## config.mk

```make
export PLATFORM = sky130hd
export DESIGN_NAME = mem_stage_ctrl
export DESIGN_NICKNAME = d
export VERILOG_FILES = /design/src/rtl/mem_stage_ctrl.sv
export SDC_FILE = /design/constraint.sdc
export NUM_CORES = 2
export LEC_CHECK = 0
export ABC_CLOCK_PERIOD_IN_PS = 3100
export BUFFER_PORTS_ARGS = -buffer_cell sky130_fd_sc_hd__buf_2
export CORE_UTILIZATION = 45
export DETAILED_ROUTE_END_ITERATION = 10
export PLACE_DENSITY = 0.63
export SLEW_MARGIN = 20
export SYNTH_ARGS = -nofsm -noshare
export SYNTH_HDL_FRONTEND = slang
export SYNTH_SLANG_ARGS = --single-unit
```

## constraint.sdc

```tcl
create_clock -name clk -period 3.1 [get_ports clk]
set_input_delay 0.155 -clock clk [delete_from_list [all_inputs] [get_ports clk]]
set_output_delay 0.155 -clock clk [all_outputs]
set_load 0.05 [all_outputs]
```

## src/rtl/mem_stage_ctrl.sv

```systemverilog
// MEM-stage data-memory controller: fixed-latency RAM access, upstream stall and MEM/WB output registers.
// Optional stall-cycle counter on stall_cnt_o when DMEM_STALL_CNT_EN is defined.
module mem_stage_ctrl #(
   parameter int unsigned DATA_W = 8,
   parameter int unsigned ADDR_W = 8,
   parameter int unsigned LAT    = 2
) (
   input  logic              clk,
   input  logic              reset,
   input  logic              memRead_i,
   input  logic              memWrite_i,
   input  logic [ADDR_W-1:0] memAddr_i,
   input  logic [DATA_W-1:0] wdata_i,
   input  logic [DATA_W-1:0] alu_i,
   input  logic              overflow_i,
   input  logic [2:0]        data_rd_i,
   input  logic              regWrite_i,
   output logic              stall_o,
   output logic [DATA_W-1:0] wb_data_o,
   output logic              overflow_o,
   output logic [2:0]        data_rd_o,
   output logic              regWrite_o
`ifdef DMEM_STALL_CNT_EN
   ,
   output logic [15:0]       stall_cnt_o
`endif
);

   localparam int unsigned CNT_W = 4;
   localparam int unsigned DEPTH = 2 ** ADDR_W;

   typedef enum logic [0:0] {IDLE, BUSY} state_t;

   state_t            state;
   logic [CNT_W-1:0]  cnt;
   logic [DATA_W-1:0] mem [DEPTH];

   logic req;
   logic last_cyc;
   logic mem_we;
   logic load_sel;

   assign req      = memRead_i | memWrite_i;
   assign last_cyc = (state == BUSY) && (cnt == '0);
   assign mem_we   = last_cyc && memWrite_i;
   // A simultaneous read+write request is treated as a store.
   assign load_sel = last_cyc && memRead_i && !memWrite_i;

   assign stall_o = ((state == IDLE) && req) || ((state == BUSY) && (cnt != '0));

   // RAM is never reset; a store only lands on its completing edge.
   always_ff @(posedge clk) begin
      if (mem_we) begin
         mem[memAddr_i] <= wdata_i;
      end
   end

   always_ff @(posedge clk or posedge reset) begin
      if (reset) begin
         state      <= IDLE;
         cnt        <= '0;
         wb_data_o  <= '0;
         overflow_o <= 1'b0;
         data_rd_o  <= '0;
         regWrite_o <= 1'b0;
      end else begin
         case (state)
            IDLE: begin
               if (req) begin
                  state      <= BUSY;
                  cnt        <= CNT_W'(LAT - 1);
                  wb_data_o  <= '0;
                  overflow_o <= 1'b0;
                  data_rd_o  <= '0;
                  regWrite_o <= 1'b0;
               end else begin
                  wb_data_o  <= alu_i;
                  overflow_o <= overflow_i;
                  data_rd_o  <= data_rd_i;
                  regWrite_o <= regWrite_i;
               end
            end
            BUSY: begin
               if (cnt != '0) begin
                  cnt        <= cnt - CNT_W'(1);
                  wb_data_o  <= '0;
                  overflow_o <= 1'b0;
                  data_rd_o  <= '0;
                  regWrite_o <= 1'b0;
               end else begin
                  state      <= IDLE;
                  wb_data_o  <= load_sel ? mem[memAddr_i] : alu_i;
                  overflow_o <= overflow_i;
                  data_rd_o  <= data_rd_i;
                  regWrite_o <= regWrite_i;
               end
            end
            default: begin
               state <= IDLE;
               cnt   <= '0;
            end
         endcase
      end
   end

`ifdef DMEM_STALL_CNT_EN
   logic [15:0] stall_cnt_q;

   // Saturating count of stalled cycles.
   always_ff @(posedge clk or posedge reset) begin
      if (reset) begin
         stall_cnt_q <= '0;
      end else if (stall_o && (stall_cnt_q != 16'hFFFF)) begin
         stall_cnt_q <= stall_cnt_q + 16'd1;
      end
   end

   assign stall_cnt_o = stall_cnt_q;
`endif

endmodule

```

# Word-level counts from Yosys, hierarchy flattened
# Memories as Yosys holds them, arrays and structs flattened.
# Index checks and enable logic that the tools add are counted.
# op_classes
add_sub_neg	1
n_eq_ne	2
mux	21
bitwise	2
reduce_logical	11
# op_table
op	count
$mux W8	3
$pmux W8 S2	1
$mux W1	8
$mux W4	2
$pmux W4 S2	1
$logic_and A1 B1 Y1	6
$mux W3	2
$pmux W1 S2	3
$pmux W3 S2	1
$logic_not A4 Y1	1
$reduce_bool A4 Y1	1
$sub A4 B1 Y4 const B	1
$ne A2 B1 Y1 const B	1
$ne A2 B2 Y1 const B	1
$reduce_and A2 Y1	1
$logic_not A1 Y1	1
$logic_or A1 B1 Y1	1
$not A1 Y1	1
$or A1 B1 Y1	1
# totals
reg_bits	18
ramBits	2048
input_bits	33
out_inout_bits	14
wordCells	44
memories	1
# memory_table
name	words	width	read_ports	rd_ports_with_merged_regs	write_ports	line_no	text
mem	256	8	1	0	1	36	logic [DATA_W-1:0] mem [DEPTH];

# Longest topological paths before layout
# depth
ltp_word	7
ltp_mapped	13
ltp_nobuf	10

# Worst setup path after synthesis
# OpenSTA, ideal clock, no wires.
# synth_timing
kind	input-to-reg
start	input memAddr_i[0]
end	memory mem[215][0] (enable)
setup_ns	0.370
t_arrival_ns	2.454
t_required_ns	2.730
setup_slack_ns	0.275
stages	10
path_buffers	6
path_cell_list	buf_2 -> buf_6 -> buf_4 -> buf_2 -> buf_4 -> inv_1 -> nor3_1 -> nand2_1 -> buf_2 -> nor2_1
# synth_lines
element	line_no	text
start: declaration	12	input logic [ADDR_W-1:0] memAddr_i,
end: declaration	36	
# Straight into the memory's write port.

# Worst setup path in the final report
# layout_timing
start	memory mem[175][2]
end	register wb_data_o[2]
# layout_via
elab_chain_len	4
# layout_rtl
element	line_no	text
$mem_v2 Z256 W8	-	
$mux W8	92	wb_data_o <= load_sel ? mem[memAddr_i] : alu_i;
$mux W8	84	if (cnt != '0) begin
$pmux W8 S2	67	case (state)
end signal: assignment	77	wb_data_o <= alu_i;
end signal: assignment	92	
end: declaration	19	output logic [DATA_W-1:0] wb_data_o,
# Every way passes these cells.
# A chain may end at the register's enable or synchronous reset.

==> flow_metrics.tcl <==
set metrics [dict create \
    outcome "complete, but fails checks" \
    violations "hold timing" \
    core_mm2 0.175 \
    cts_tree "built" \
    synthFlopType "edfxtp_1" \
    grt_usage 0.229 \
    detail_route.iter0.violations 4574 \
    fin_crit_ns 2.96 \
    h-tree-depth 4 \
    grt_pass1_vias 40700 \
    pin_count 47 \
    cts.clk_slew.worst_paths_ns 0.07 \
    fillers 13300 \
    syn_nets 3669 \
    drv_cap 0 \
    rows 153 \
    yosysSeqAreaShare 0.779 \
    required_ns 3.82 \
    crit_slowest_cell "mux4_2" \
    synth_edf_count 2048 \
    fmax_ghz 0.338 \
    gp_congestion 0.861 \
    routedWlPerCell_um 30.0 \
    maxSlewViolCount 0 \
    design_area_mm2 0.0940 \
    cts_buffers 197 \
    worstPathMaxFanout 1 \
    tightestPinTransition_ns 1.02 \
    ant_nets 0 \
    grt_remaining_overflow 0 \
    critical_path.endpoint_type "flop" \
    synth_top_area_frac 0.774 \
    multi_input_area_mm2 0.0166 \
    vias 40300 \
    leakage_uw 0.0303 \
    clk_latency_ns 0.84 \
    drive_above_1_share 0.335 \
    vias_per_cell 5.95 \
    slew_headroom 0.323 \
    place_area_mm2 0.0873 \
    final-seq-area_mm2 0.0619 \
    slowest_delay_ns 0.53 \
    final_nets 4324 \
    tns_ns 0 \
    layout.cells.non_filler 6777 \
    ir_worst_vdd_uv 537 \
    synth_warnings 0 \
    synth_top_cell_by_area "edfxtp_1" \
    setup_violations 0 \
    finalHoldViolCount 17 \
    grt_max_degree 124 \
    hold_path.class "in -> reg" \
    crit_top_cell "buf_4" \
    path_cells "mux4_2, mux4_2, nor2b_1, a21oi_1, buf_4, a31oi_1, buf_4, nor4_2, buf_4, o21ai_1" \
    rsz0062_at_grt "false" \
    numPortBuffers 46 \
    syn_avg_cell_area_um2 21.9 \
    clockBufferDepth 3 \
    ys_types 48 \
    antenna_found_initial 2 \
    cpLargestDelayFamily "multiplexers" \
    ys_top_cells_by_area "edfxtp_1 77%, mux4_2 15%, nor2_1 1.4%, a22oi_1 0.98%, mux2i_1 0.84%" \
    drc_errors 0 \
    worst_ep_arrival_time_ns 3.67 \
    dr.pass1.iters 5 \
    hold_ws_ns -0.0135 \
    fin_crit_sh 0.954 \
    p_per_area_mw_per_mm2 623 \
    cts_sinks 2066 \
    cp_num_buf_inv 3 \
    die_w_um 422 \
    ys_ff_latch 2066 \
    async_flop_share 0.00871 \
    grt_pass1_wl_um 293000 \
    dp_hpwl_um 131000 \
    cts_root_buffer "clkbuf_16" \
    clock_skew_ns 0.0422 \
    post-place-cells 6393 \
    wl_um 203000 \
    initial_core_util 0.455 \
    start_kind "flop" \
    dieArea_mm2 0.178 \
    syn_inst 3635 \
    syn_area_mm2 0.0795 \
    critPathKind "reg -> reg" \
    syn2layout_area_growth_pct 18.2 \
    die_h_um 422 \
]
[cells in the mapped netlist, types with 7 or more instances]
| cell | n |
|---|---|
| buf_6 | 8 |
| mux4_2 | 514 |
| nor4_1 | 8 |
| o31a_1 | 16 |
| inv_1 | 7 |
| edfxtp_1 | 2048 |
| mux2i_1 | 67 |
| nand3_1 | 21 |
| a21oi_1 | 51 |
| nand2_1 | 51 |
| dfrtp_1 | 18 |
| nor2b_1 | 22 |
| o21ai_1 | 7 |
| a22oi_1 | 104 |
| a31oi_1 | 7 |
| buf_1 | 18 |
| a211oi_1 | 10 |
| buf_2 | 73 |
| a221oi_1 | 40 |
| o22ai_1 | 22 |
| a22o_1 | 42 |
| buf_4 | 15 |
| nand2b_1 | 8 |
| nor3_1 | 17 |
| nor2_1 | 288 |
| clkbuf_1 | 112 |
[cell usage in the layout, fill, tap and decap left out, types with 6 or more instances in the layout]
cell type / n
buf_4: 543
nand2_1: 34
clkbuf_16: 200
inv_6: 8
a21oi_1: 51
mux2i_1: 67
dfrtp_1: 18
dlygate4sd3_1: 23
clkinv_2: 27
nor2b_1: 18
a221oi_1: 40
buf_2: 34
nand3_1: 21
a211oi_1: 10
nand2b_1: 8
bufinv_16: 23
clkinvlp_4: 8
nand4_1: 6
a22o_1: 42
clkbuf_8: 9
mux4_2: 514
inv_1: 6
a22oi_1: 104
nor3_1: 17
o31a_1: 16
buf_12: 72
o21ai_1: 7
clkbuf_1: 40
nor2_1: 285
o22ai_1: 22
a31oi_1: 7
clkinv_1: 43
edfxtp_1: 2048
nand2_2: 17
[per-stage QoR]
| stage | utilization | setup WS [ns] | power [uW] |
|---|---|---|---|
| finish | 0.538 | 0.142 | 58500 |
| global route | 0.538 | 0.0546 | 60100 |
| CTS | 0.538 | 0.0403 | 58900 |
| detailed placement | 0.500 | -0.376 | 35000 |
| global placement | 0.500 | -0.344 | 35000 |
| floorplan | - | 0.275 | 33200 |
[kinds of logic (layout without fill, tap and decap cells)]
group	count (synthesis)	count (layout)	synth area share
AOI/OAI and AO/OA	312	312	0.0288
adders and majority gates	1	1	0.000157
buffers and inverters	233	1049	0.0136
DFF	2066	2066	0.779
muxes	585	585	0.155
other	0	1	0
and+or+nand+nor	438	438	0.0236
[state kept, by name, indices dropped and copies added, names as in the netlist]
signal	cells
cnt	4
data_rd_o	3
mem	2048
overflow_o	1
regWrite_o	1
state	1
wb_data_o	8
[power by group]
group / internal (uW) / switching (uW)
Sequential: 30800 / 78.1
Clock: 13800 / 10300
Combinational: 1360 / 2250
Total: 45900 / 12600
[what timing repair did]
action	CTS	global route
setup buffers	0	0
resized for setup	2	4
cloned	0	0
hold buffers	21	2
hold endpoints to repair	98	19
setup endpoints to repair	2	2
pin swaps	0	1
[area by class of cell]
class | count | area share
Clock buffer | 241 | 0.0550
Antenna cell | 1 | 0.0000266
Timing Repair Buffer | 682 | 0.0645
Multi-Input combinational cell | 1336 | 0.176
Inverter | 7 | 0.000280
Sequential cell | 2066 | 0.659
Clock inverter | 119 | 0.0134
Tap cell | 2325 | 0.0310
[path summary, 6_finish.rpt]
| kind | slack [ns] | depth (start not counted) | startpoint | end |
|---|---|---|---|---|
| worst max-delay path | 0.14 | 10 | mem[175][2] | wb_data_o[2] |
| worst min-delay path | -0.01 | 1 | wdata_i[1] | mem[67][1] |
| worst max register to register | 0.14 | 10 | mem[175][2] | wb_data_o[2] |
| worst min register to register | 0.57 | 2 | cnt[0] | cnt[0] |
| max in group asynchronous | 2.16 | 4 | reset | wb_data_o[2] |
| min in group asynchronous | 0.50 | 4 | reset | wb_data_o[5] |
[per-layer routing]
layer	track usage	wire [um]	vias up
met2	0.357	96400	1826
met1	0.322	81500	21400
li1	-	-	16700
met4	0.0862	7760	0
met3	0.0458	17500	384
met5	0	0	-
(Power assumes the default switching activity.)
